### src/rtl/instr_fetch_queue_pkg.sv
// Shared definitions for the instruction fetch queue: fetch FSM states and default geometry.
package instr_fetch_queue_pkg;

  localparam int unsigned IFQ_DEPTH_DEFAULT    = 16;
  localparam logic [31:0] IFQ_RESET_PC_DEFAULT = '0;

  typedef enum logic [1:0] {
    IFQ_IDLE = 2'd0,
    IFQ_WAIT = 2'd1,
    IFQ_DROP = 2'd2
  } ifq_state_e;

endpackage

### src/rtl/instr_fetch_queue_ring.sv
// Ring buffer for fetched {pc, instr} entries: storage, wrap-bit pointers, flags, synchronous clear.
module ifq_ring #(
  parameter int unsigned DEPTH = 16,
  parameter int unsigned PTR_W = 4,
  parameter int unsigned W     = 64
) (
  input  logic           clk,
  input  logic           rst,
  input  logic           clr,
  input  logic           we,
  input  logic [W-1:0]   wdata,
  input  logic           re,
  output logic [W-1:0]   rdata,
  output logic           empty,
  output logic           full,
  output logic [PTR_W:0] count
);

  localparam logic [PTR_W:0] PTR_ONE = (PTR_W+1)'(1);

  logic [W-1:0]   mem [DEPTH];
  logic [PTR_W:0] head;
  logic [PTR_W:0] tail;

  always_ff @(posedge clk or negedge rst) begin
    if (!rst) begin
      head <= '0;
      tail <= '0;
    end else if (clr) begin
      head <= '0;
      tail <= '0;
    end else begin
      if (we) tail <= tail + PTR_ONE;
      if (re) head <= head + PTR_ONE;
    end
  end

  always_ff @(posedge clk) begin
    if (we && !clr) mem[tail[PTR_W-1:0]] <= wdata;
  end

  assign rdata = mem[head[PTR_W-1:0]];
  assign empty = (head == tail);
  assign full  = (head[PTR_W-1:0] == tail[PTR_W-1:0]) && (head[PTR_W] != tail[PTR_W]);
  assign count = tail - head;

endmodule

### src/rtl/instr_fetch_queue.sv
// Instruction fetch queue: single-outstanding icache fetch FSM, ring buffer, registered decoder stage.
// Optional icache-to-decoder bypass of an empty ring when IFQ_BYPASS_EN is defined.
module instr_fetch_queue
  import instr_fetch_queue_pkg::*;
#(
  parameter int unsigned     DEPTH    = IFQ_DEPTH_DEFAULT,
  parameter int unsigned     PTR_W    = 4,
  parameter int unsigned     INSTR_W  = 32,
  parameter int unsigned     PC_W     = 32,
  parameter logic [PC_W-1:0] RESET_PC = PC_W'(IFQ_RESET_PC_DEFAULT)
) (
  input  logic               clk,
  input  logic               rst,
  input  logic               flush_from_rob,
  input  logic [PC_W-1:0]    pc_from_rob,
  output logic               req_to_ic,
  output logic [PC_W-1:0]    pc_to_ic,
  input  logic               is_hit_from_ic,
  input  logic [INSTR_W-1:0] instr_from_ic,
  output logic               valid_to_dc,
  input  logic               ready_from_dc,
  output logic [INSTR_W-1:0] instr_to_dc,
  output logic [PC_W-1:0]    pc_to_dc,
  output logic [PTR_W:0]     count
);

  ifq_state_e                 state_q, state_d;
  logic [PC_W-1:0]            fetch_pc;
  logic                       hit_w;
  logic                       byp;
  logic                       ring_we, ring_re;
  logic                       ring_empty, ring_full;
  logic [PC_W+INSTR_W-1:0]    ring_rdata;

  assign hit_w = (state_q == IFQ_WAIT) && is_hit_from_ic;

`ifdef IFQ_BYPASS_EN
  assign byp = hit_w && ring_empty && (!valid_to_dc || ready_from_dc);
`else
  assign byp = 1'b0;
`endif

  assign ring_we   = hit_w && !flush_from_rob && !byp;
  assign ring_re   = !ring_empty && (!valid_to_dc || ready_from_dc) && !flush_from_rob;
  assign req_to_ic = (state_q == IFQ_WAIT);
  assign pc_to_ic  = fetch_pc;

  ifq_ring #(
    .DEPTH (DEPTH),
    .PTR_W (PTR_W),
    .W     (PC_W + INSTR_W)
  ) u_ring (
    .clk   (clk),
    .rst   (rst),
    .clr   (flush_from_rob),
    .we    (ring_we),
    .wdata ({fetch_pc, instr_from_ic}),
    .re    (ring_re),
    .rdata (ring_rdata),
    .empty (ring_empty),
    .full  (ring_full),
    .count (count)
  );

  always_ff @(posedge clk or negedge rst) begin
    if (!rst) state_q <= IFQ_IDLE;
    else      state_q <= state_d;
  end

  // A flush parks an unanswered request in DROP so its eventual hit is swallowed.
  always_comb begin
    state_d = state_q;
    if (flush_from_rob) begin
      if (state_q == IFQ_WAIT) state_d = is_hit_from_ic ? IFQ_IDLE : IFQ_DROP;
    end else begin
      case (state_q)
        IFQ_IDLE: if (!ring_full)     state_d = IFQ_WAIT;
        IFQ_WAIT: if (is_hit_from_ic) state_d = IFQ_IDLE;
        IFQ_DROP: if (is_hit_from_ic) state_d = IFQ_IDLE;
        default:                      state_d = IFQ_IDLE;
      endcase
    end
  end

  always_ff @(posedge clk or negedge rst) begin
    if (!rst)                fetch_pc <= RESET_PC;
    else if (flush_from_rob) fetch_pc <= pc_from_rob;
    else if (hit_w)          fetch_pc <= fetch_pc + PC_W'(4);
  end

  always_ff @(posedge clk or negedge rst) begin
    if (!rst) begin
      valid_to_dc <= 1'b0;
      instr_to_dc <= '0;
      pc_to_dc    <= '0;
    end else if (flush_from_rob) begin
      valid_to_dc <= 1'b0;
    end else if (byp) begin
      valid_to_dc <= 1'b1;
      pc_to_dc    <= fetch_pc;
      instr_to_dc <= instr_from_ic;
    end else if (ring_re) begin
      valid_to_dc <= 1'b1;
      {pc_to_dc, instr_to_dc} <= ring_rdata;
    end else if (ready_from_dc) begin
      valid_to_dc <= 1'b0;
    end
  end

endmodule

### config.mk
export PLATFORM = sky130hd
export DESIGN_NAME = instr_fetch_queue
export DESIGN_NICKNAME = d
export VERILOG_FILES = /design/src/rtl/instr_fetch_queue_pkg.sv /design/src/rtl/instr_fetch_queue_ring.sv /design/src/rtl/instr_fetch_queue.sv
export SDC_FILE = /design/constraint.sdc
export NUM_CORES = 1
export LEC_CHECK = 0
export ABC_AREA = 1
export BUFFER_PORTS_ARGS = -buffer_cell sky130_fd_sc_hd__buf_2
export CORE_MARGIN = 2
export CORE_UTILIZATION = 35
export CTS_CLUSTER_DIAMETER = 200
export DETAILED_ROUTE_END_ITERATION = 7
export HOLD_SLACK_MARGIN = 0.08
export PLACE_DENSITY = 0.53
export SLEW_MARGIN = 10
export SYNTH_ARGS = -nofsm -noshare
export SYNTH_HDL_FRONTEND = slang
export SYNTH_HIERARCHICAL = 1
export SYNTH_SLANG_ARGS = --single-unit
### constraint.sdc
create_clock -name clk -period 5.1 [get_ports clk]
set_input_delay 1.02 -clock clk [delete_from_list [all_inputs] [get_ports clk]]
set_output_delay 1.02 -clock clk [all_outputs]
set_load 0.01 [all_outputs]
==> run_summary.xml, run 1 <==
<?xml version="1.0" encoding="UTF-8"?>
<metrics>
  <group name="synthesis">
    <metric name="syn-instance-count" unit="">5109</metric>
    <metric name="synth_area" unit="mm2">0.0502</metric>
    <metric name="ys_seq_area_frac" unit="">0.667</metric>
    <metric name="yosys_reg_bits" unit="">1133</metric>
    <metric name="yosys.cell_types.count" unit="">33</metric>
    <metric name="yosysWarningCount" unit="">6</metric>
    <metric name="synth.net_count" unit="">5191</metric>
    <metric name="mean_area_per_synthesized_cell" unit="um2">9.83</metric>
  </group>
  <group name="sta">
    <metric name="rsz0062_at_grt" unit="">false</metric>
    <metric name="slew_viol_final" unit="">0</metric>
    <metric name="period_share" unit="">0.845</metric>
    <metric name="min_period" unit="ns">4.31</metric>
    <metric name="timing.final.hold_violations" unit="">0</metric>
    <metric name="fin_worst_hold_slack" unit="ns">0.332</metric>
    <metric name="timing.max_slew.rel_slack" unit="">0.229</metric>
    <metric name="worst-slew-pin-transition" unit="ns">1.16</metric>
    <metric name="max_clock_freq" unit="MHz">232</metric>
    <metric name="fin_setup_tns" unit="ns">0</metric>
    <metric name="clock_skew" unit="ns">0.0278</metric>
    <metric name="finalSetupViolCount" unit="">0</metric>
  </group>
  <group name="clocking">
    <metric name="number_of_sinks_handled_by_clock_tree_synthesis" unit="">1133</metric>
    <metric name="cts-hold-fix-buffers" unit="">0</metric>
    <metric name="clock_transition_at_the_registers_of_the_reported_paths" unit="ns">0.06</metric>
    <metric name="clockRootBuffer" unit="">clkbuf_16</metric>
    <metric name="postCtsSetupRepairBufs" unit="">0</metric>
    <metric name="clk_path_buf_depth" unit="">3</metric>
    <metric name="cts_buffers" unit="">121</metric>
    <metric name="clock_insertion_delay_worst_skew" unit="ns">0.76</metric>
    <metric name="cts_tree" unit="">yes</metric>
    <metric name="cts_repair_resize_count" unit="">0</metric>
    <metric name="cts.htree.levels" unit="">3</metric>
  </group>
  <group name="cells_and_area">
    <metric name="post-route-util" unit="">0.403</metric>
    <metric name="postLayoutCellArea" unit="mm2">0.0572</metric>
    <metric name="n_fill_cell" unit="">13900</metric>
    <metric name="area_delta_synth_final" unit="%">13.9</metric>
    <metric name="post_route_cells_drive_above_1_share" unit="">0.0940</metric>
    <metric name="fin_nets" unit="">5347</metric>
  </group>
  <group name="power_and_ir_drop">
    <metric name="power.density" unit="mW/mm2">401</metric>
    <metric name="total_leakage_power" unit="nW">25.4</metric>
    <metric name="vdd_ir_drop_max" unit="uV">291</metric>
    <metric name="fin_total_pwr" unit="W">0.0230</metric>
  </group>
  <group name="setup_path">
    <metric name="setup.worst_path.end_class" unit="">output port</metric>
    <metric name="highest_fanout_seen_on_the_critical_path" unit="">33</metric>
    <metric name="crit_path_start_kind" unit="">register</metric>
    <metric name="setup.worst_path.class" unit="">register to output port</metric>
    <metric name="wp_data_required" unit="ns">4.08</metric>
    <metric name="worst-endpoint-arrival" unit="ns">3.29</metric>
  </group>
  <group name="die">
    <metric name="die_height" unit="um">383</metric>
    <metric name="die_w" unit="um">383</metric>
    <metric name="ios" unit="">172</metric>
    <metric name="start_util" unit="">0.354</metric>
    <metric name="core-area" unit="mm2">0.142</metric>
    <metric name="design.die.area" unit="mm2">0.147</metric>
    <metric name="placementRows" unit="">138</metric>
  </group>
  <group name="routing">
    <metric name="detail_route.drc_violations" unit="">0</metric>
    <metric name="initialDrtViolationCount" unit="">2924</metric>
    <metric name="drt_pre_antenna_iters" unit="">6</metric>
    <metric name="detail_route.wl_per_cell" unit="um">19.0</metric>
    <metric name="vias" unit="">33700</metric>
    <metric name="postRouteWirelength" unit="mm">138</metric>
    <metric name="vias_per_cell" unit="">4.64</metric>
    <metric name="postRouteAntennaNets" unit="">0</metric>
  </group>
  <group name="global_routing">
    <metric name="maximum_number_of_pins_on_one_net_before_global_route_repair" unit="">214</metric>
    <metric name="grt_first_pass_wirelength" unit="mm">207</metric>
    <metric name="grt_use_total" unit="">0.187</metric>
    <metric name="overall_overflow_remaining_after_global_route" unit="">0</metric>
    <metric name="first_global_vias" unit="">32700</metric>
    <metric name="antenna_found_initial" unit="">6</metric>
  </group>
  <group name="placement">
    <metric name="gp_congestion" unit="">0.803</metric>
    <metric name="portBuffers" unit="">171</metric>
    <metric name="placedInstanceArea" unit="mm2">0.0530</metric>
    <metric name="dp_hpwl" unit="mm">78.3</metric>
  </group>
  <group name="run">
    <metric name="max-cap-violations" unit="">0</metric>
  </group>
  <group name="worst_hold_path">
    <metric name="hold_path_class" unit="">input port to asynchronous set/reset pin</metric>
  </group>
  <group name="run_status">
    <metric name="run_status" unit="">complete, no violations</metric>
  </group>
</metrics>
-- layout by cell type, fill, tap and decap left out, types with 25 or more instances in the layout --
cell / count
nand2_1: 1889
nor2_1: 48
buf_2: 170
edfxtp_1: 1024
nor2_4: 25
dfrtp_1: 106
inv_1: 1003
nand3_1: 680
buf_4: 77
clkbuf_16: 128
-- registers in the layout (all words and copies together), names as in the netlist --
signal / cells
instr_to_dc: 32
pc_to_dc: 32
pc_to_ic: 32
state_q: 2
u_ring/head: 5
u_ring/mem: 1024
u_ring/tail: 5
valid_to_dc: 1
-- layer usage --
layer,up-vias,GRT usage,part of all wire
met1,16300,0.262,0.46
li1,16400,-,-
met2,894,0.301,0.46
met4,4,0.0480,0.020
met3,175,0.0308,0.059
met5,-,0,0.00025
-- worst max-delay path, stage by stage (launching register included) --
cell     delay, ns
dfrtp_4       0.81
inv_4         0.31
ha_1          0.46
a21oi_1       0.15
nand2_1       0.08
xor2_1        0.45
buf_2         0.24
-- path summary, 6_finish.rpt --
kind	startpoint	endpoint	slack, ns	cells after the start
min in group clk	instr_to_dc[11]	instr_to_dc[11]	0.46	2
worst max register to register	u_ring/head[2]	u_ring/head[4]	1.50	10
max in group asynchronous	rst	pc_to_dc[18]	3.57	2
worst min-delay path	rst	instr_to_dc[13]	0.33	1
worst min register to register	instr_to_dc[11]	instr_to_dc[11]	0.46	2
worst max-delay path	u_ring/head[2]	count[3]	0.79	6
-- kinds of logic (layout without fill, tap and decap cells) --
| kind of cell | after synthesis | after routing | share of synthesized area |
|---|---|---|---|
| AOI/OAI and AO/OA | 44 | 44 | 0.00526 |
| other | 0 | 3 | 0 |
| xor gates and xnor gates | 15 | 15 | 0.00262 |
| DFF | 1133 | 1133 | 0.667 |
| buffers and inverters | 1236 | 1499 | 0.103 |
| and+or+nand+nor | 2668 | 2668 | 0.219 |
| adders and majority gates | 13 | 13 | 0.00339 |
-- power by group --
| group | total, W | leakage [nW] | internal, W | switching (W) |
|---|---|---|---|---|
| Sequential | 0.0109 | 10.6 | 0.0106 | 0.000244 |
| Clock | 0.00910 | 2.04 | 0.00535 | 0.00375 |
| Combinational | 0.00298 | 12.7 | 0.000827 | 0.00215 |
-- stage by stage --
step           worst slack [ns]  instances
4_1_cts                   0.855       7262
6_report                  0.793       7265
5_1_grt                   0.746       7262
3_3_place_gp               1.37       7032
2_1_floorplan            0.0231       5109
3_5_place_dp               1.35       7032
-- Yosys cell counts --
cell      instances  area share
edfxtp_1       1024        0.61
nor2_1           65      0.0049
buf_4            22      0.0033
nand3_2           2     0.00040
a31oi_1           1     0.00012
a22oi_1           1     0.00015
a21oi_1          13      0.0013
buf_1            10     0.00075
xnor2_1           3     0.00052
nand2_2          11      0.0014
nor3_2            2     0.00040
dfrtp_1         109       0.054
nand3b_1          1     0.00015
clkbuf_1         19      0.0014
nand4_1           2     0.00025
o21ai_1           1     0.00010
nand3_1         680       0.068
ha_1             12      0.0030
clkbuf_8          3     0.00082
inv_2             5     0.00037
o21bai_1          3     0.00045
nand2_1        1889        0.14
nor2_2            8      0.0010
a22o_1            2     0.00035
o31ai_1           1     0.00015
o21ai_0          13      0.0013
o211ai_1          9      0.0013
inv_1          1005       0.075
xor2_1           12      0.0021
buf_2           141       0.014
buf_6            31      0.0070
nor2_4            8      0.0018
fa_1              1     0.00040
-- area by class of cell --
cell class              instances  area, um2  area share
flip-flops and latches       1133      33500       0.586
multi-input cells            2740      11700       0.205
inverters                    1010       3810      0.0667
clock buffers                 171       3550      0.0622
well taps                    1890       2360      0.0413
repair buffers                259       1660      0.0290
clock inverters                59        593      0.0104
diodes                          3       7.51    0.000131
Power figures use the tool's default switching activity.
==> inputs of run 2 (changes only) <==
--- a/config.mk
+++ b/config.mk
@@ -5,14 +5,14 @@
 export SDC_FILE = /design/constraint.sdc
 export NUM_CORES = 1
 export LEC_CHECK = 0
-export ABC_AREA = 1
+export ABC_AREA = 0
 export BUFFER_PORTS_ARGS = -buffer_cell sky130_fd_sc_hd__buf_2
 export CORE_MARGIN = 2
 export CORE_UTILIZATION = 35
 export CTS_CLUSTER_DIAMETER = 200
 export DETAILED_ROUTE_END_ITERATION = 7
 export HOLD_SLACK_MARGIN = 0.08
-export PLACE_DENSITY = 0.53
+export PLACE_DENSITY = 0.55
 export SLEW_MARGIN = 10
 export SYNTH_ARGS = -nofsm -noshare
 export SYNTH_HDL_FRONTEND = slang
==> constraint.sdc (replaced) <==
create_clock -name clk -period 3.9 [get_ports clk]
set_input_delay 0.78 -clock clk [delete_from_list [all_inputs] [get_ports clk]]
set_output_delay 0.78 -clock clk [all_outputs]
set_load 0.01 [all_outputs]
==> run 2 against run 1 <==
Clock-buffer cell count decreased by 6. Worst setup slack got worse by 0.40 ns. Combinational power decreased by 1%. Critical path type unchanged.
==> run_summary.xml, run 2 <==
<?xml version="1.0" encoding="UTF-8"?>
<metrics>
  <group name="synthesis">
    <metric name="synth_top_cells_by_area" unit="">edfxtp_1 70%, mux4_2 9.8%, dfrtp_1 6.2%, mux2i_1 4.4%, mux2_2 1.7%</metric>
    <metric name="yosys.cell_types.count" unit="">53</metric>
    <metric name="ys_async_sr_fraction" unit="">0.0962</metric>
    <metric name="netlist_top_cells_count" unit="">1024 x edfxtp_1, 195 x mux2i_1, 192 x mux4_2, 116 x o21ai_1, 109 x dfrtp_1</metric>
    <metric name="syn-instance-count" unit="">2175</metric>
    <metric name="ys_seq_area_frac" unit="">0.758</metric>
    <metric name="yosysWarningCount" unit="">6</metric>
    <metric name="synth_area" unit="mm2">0.0442</metric>
    <metric name="dominantRegCellSynth" unit="">edfxtp_1</metric>
    <metric name="mean_area_per_synthesized_cell" unit="um2">20.3</metric>
    <metric name="yosysTopAreaCellShare" unit="">0.696</metric>
    <metric name="synth.net_count" unit="">2257</metric>
    <metric name="yosys.cell_count.top_type" unit="">edfxtp_1</metric>
    <metric name="synth_enable_flop_cells" unit="">1024</metric>
    <metric name="yosys_reg_bits" unit="">1133</metric>
    <metric name="synth_top_area_cell" unit="">edfxtp_1</metric>
  </group>
  <group name="power_and_ir_drop">
    <metric name="power.clock.fraction" unit="">0.392</metric>
    <metric name="total_leakage_power" unit="nW">15.9</metric>
    <metric name="power.density" unit="mW/mm2">552</metric>
    <metric name="vdd_ir_drop_max" unit="uV">388</metric>
    <metric name="power.share.sequential" unit="">0.504</metric>
    <metric name="intPower" unit="W">0.0216</metric>
    <metric name="switching_share" unit="">0.233</metric>
    <metric name="net-switching-power" unit="W">0.00656</metric>
    <metric name="fin_total_pwr" unit="W">0.0282</metric>
    <metric name="pwr-share-comb" unit="">0.104</metric>
  </group>
  <group name="clocking">
    <metric name="clk_path_buf_depth" unit="">3</metric>
    <metric name="cts_buffers" unit="">115</metric>
    <metric name="cts-hold-fix-buffers" unit="">0</metric>
    <metric name="cts.htree.levels" unit="">3</metric>
    <metric name="clockRootBuffer" unit="">clkbuf_16</metric>
    <metric name="cts_tree" unit="">yes</metric>
    <metric name="clock_insertion_delay_worst_skew" unit="ns">0.70</metric>
    <metric name="cts_repair_resize_count" unit="">0</metric>
    <metric name="postCtsSetupRepairBufs" unit="">0</metric>
    <metric name="number_of_sinks_handled_by_clock_tree_synthesis" unit="">1133</metric>
    <metric name="clock_transition_at_the_registers_of_the_reported_paths" unit="ns">0.06</metric>
  </group>
  <group name="sta">
    <metric name="finalSetupViolCount" unit="">0</metric>
    <metric name="slew_viol_final" unit="">0</metric>
    <metric name="min_period" unit="ns">3.51</metric>
    <metric name="max_clock_freq" unit="MHz">285</metric>
    <metric name="rsz0062_at_grt" unit="">false</metric>
    <metric name="period_share" unit="">0.899</metric>
    <metric name="timing.max_slew.rel_slack" unit="">0.301</metric>
    <metric name="timing.final.hold_violations" unit="">0</metric>
    <metric name="clock_skew" unit="ns">0.0222</metric>
    <metric name="worst-slew-pin-transition" unit="ns">1.05</metric>
  </group>
  <group name="global_routing">
    <metric name="maximum_number_of_pins_on_one_net_before_global_route_repair" unit="">122</metric>
    <metric name="first_global_vias" unit="">23300</metric>
    <metric name="antenna_found_initial" unit="">7</metric>
    <metric name="grt_first_pass_wirelength" unit="mm">158</metric>
    <metric name="grt_use_total" unit="">0.165</metric>
    <metric name="overall_overflow_remaining_after_global_route" unit="">0</metric>
  </group>
  <group name="cells_and_area">
    <metric name="regArea" unit="mm2">0.0335</metric>
    <metric name="number_of_cells_in_the_finished_layout_apart_from_fillers" unit="">4154</metric>
    <metric name="largest_reg_flops" unit="">1024</metric>
    <metric name="n_fill_cell" unit="">11100</metric>
    <metric name="area_delta_synth_final" unit="%">15.6</metric>
    <metric name="postLayoutCellArea" unit="mm2">0.0511</metric>
    <metric name="total_area_of_multi_input_combinational_cells" unit="mm2">0.00999</metric>
    <metric name="fin_nets" unit="">2482</metric>
    <metric name="layout.cells.most_common" unit="">edfxtp_1</metric>
    <metric name="post_route_cells_drive_above_1_share" unit="">0.283</metric>
    <metric name="layout_common_cells" unit="">1024 x edfxtp_1, 195 x mux2i_1, 192 x mux4_2, 170 x buf_2, 117 x clkbuf_16</metric>
  </group>
  <group name="routing">
    <metric name="initialDrtViolationCount" unit="">2067</metric>
    <metric name="vias_per_cell" unit="">5.30</metric>
    <metric name="detail_route.drc_violations" unit="">0</metric>
    <metric name="drt_pre_antenna_iters" unit="">5</metric>
    <metric name="detail_route.wl_per_cell" unit="um">25.8</metric>
    <metric name="postRouteAntennaNets" unit="">0</metric>
    <metric name="postRouteWirelength" unit="mm">107</metric>
    <metric name="vias" unit="">22000</metric>
  </group>
  <group name="die">
    <metric name="design.die.area" unit="mm2">0.129</metric>
    <metric name="placementRows" unit="">130</metric>
    <metric name="ios" unit="">172</metric>
    <metric name="die_w" unit="um">359</metric>
    <metric name="die_height" unit="um">359</metric>
    <metric name="start_util" unit="">0.352</metric>
    <metric name="core-area" unit="mm2">0.125</metric>
  </group>
  <group name="worst_hold_path">
    <metric name="hold_path_class" unit="">input port to asynchronous set/reset pin</metric>
  </group>
  <group name="placement">
    <metric name="place.detailed.instances" unit="">3933</metric>
    <metric name="placedInstanceArea" unit="mm2">0.0472</metric>
    <metric name="portBuffers" unit="">171</metric>
    <metric name="dp_hpwl" unit="mm">58.2</metric>
    <metric name="gp_congestion" unit="">0.747</metric>
  </group>
  <group name="setup_path">
    <metric name="highest_fanout_seen_on_the_critical_path" unit="">14</metric>
    <metric name="worst-endpoint-arrival" unit="ns">2.73</metric>
    <metric name="setup.worst_path.end_class" unit="">output port</metric>
    <metric name="crit_path_start_kind" unit="">register</metric>
    <metric name="wp_data_required" unit="ns">3.12</metric>
    <metric name="setup.worst_path.class" unit="">register to output port</metric>
  </group>
  <group name="run_status">
    <metric name="run_status" unit="">complete, no violations</metric>
  </group>
  <group name="run">
    <metric name="max-cap-violations" unit="">0</metric>
  </group>
</metrics>
## run 2: logic make-up after synthesis
kind of cell,synth area share
and+or+nand+nor,0.0204
AOI/OAI and AO/OA,0.0347
buffers and inverters,0.0194
xor gates and xnor gates,0.00456
DFF,0.758
adders and majority gates,0.00385
muxes,0.159
## run 2: worst paths after layout
| path | from | end | depth (start not counted) | slack (ns) |
|---|---|---|---|---|
| setup / recovery | u_ring/head[0] | count[4] | 7 | 0.39 |
| hold / removal | rst | pc_to_ic[8] | 1 | 0.25 |
| setup reg to reg | u_ring/head[0] | pc_to_dc[8] | 6 | 0.82 |
| hold reg to reg | pc_to_dc[25] | pc_to_dc[25] | 1 | 0.50 |
| max in group asynchronous | rst | pc_to_dc[24] | 2 | 2.71 |
| min in group clk | pc_from_rob[13] | pc_to_ic[13] | 3 | 0.30 |
## run 2: routing by layer
layer / vias up / part of all wire / GRT usage
li1: 9430 / - / -
met1: 11800 / 0.45 / 0.231
met2: 637 / 0.48 / 0.269
met3: 127 / 0.054 / 0.0275
met4: 6 / 0.017 / 0.0397
met5: - / 0.00050 / 0
## run 2: critical path, stage by stage (launching register included)
cell	delay, ns
dfrtp_4	0.61
ha_1	0.20
inv_1	0.07
fa_1	0.42
a21o_1	0.20
a21oi_1	0.16
xnor2_1	0.19
buf_2	0.20
## run 2: per-stage QoR
stage | hold WS, ns | worst slack [ns] | setup TNS, ns | utilization
2_1_floorplan | 0.472 | -0.931 | -479.82 | -
3_3_place_gp | 0.490 | 0.764 | 0 | 0.376
3_5_place_dp | 0.488 | 0.735 | 0 | 0.376
4_1_cts | 0.241 | 0.362 | 0 | 0.407
5_1_grt | 0.297 | 0.325 | 0 | 0.407
6_report | 0.249 | 0.392 | 0 | 0.407
## run 2: final cells by class
class	instances	share of cell area
Sequential cell	1133	0.656
Multi-Input combinational cell	903	0.196
Clock buffer	165	0.0650
Tap cell	1650	0.0404
Timing Repair Buffer	232	0.0312
Clock inverter	55	0.0106
Inverter	15	0.00115
Antenna cell	1	0.0000490
## run 2: power by group through the flow
stage	combinational (W)	clock, W	sequential (W)
after floorplan	0.00177	0	0.0145
after global placement	0.00296	0	0.0145
after detailed placement	0.00301	0	0.0145
after CTS	0.00302	0.0113	0.0142
after global routing	0.00321	0.0118	0.0143
final	0.00294	0.0110	0.0142
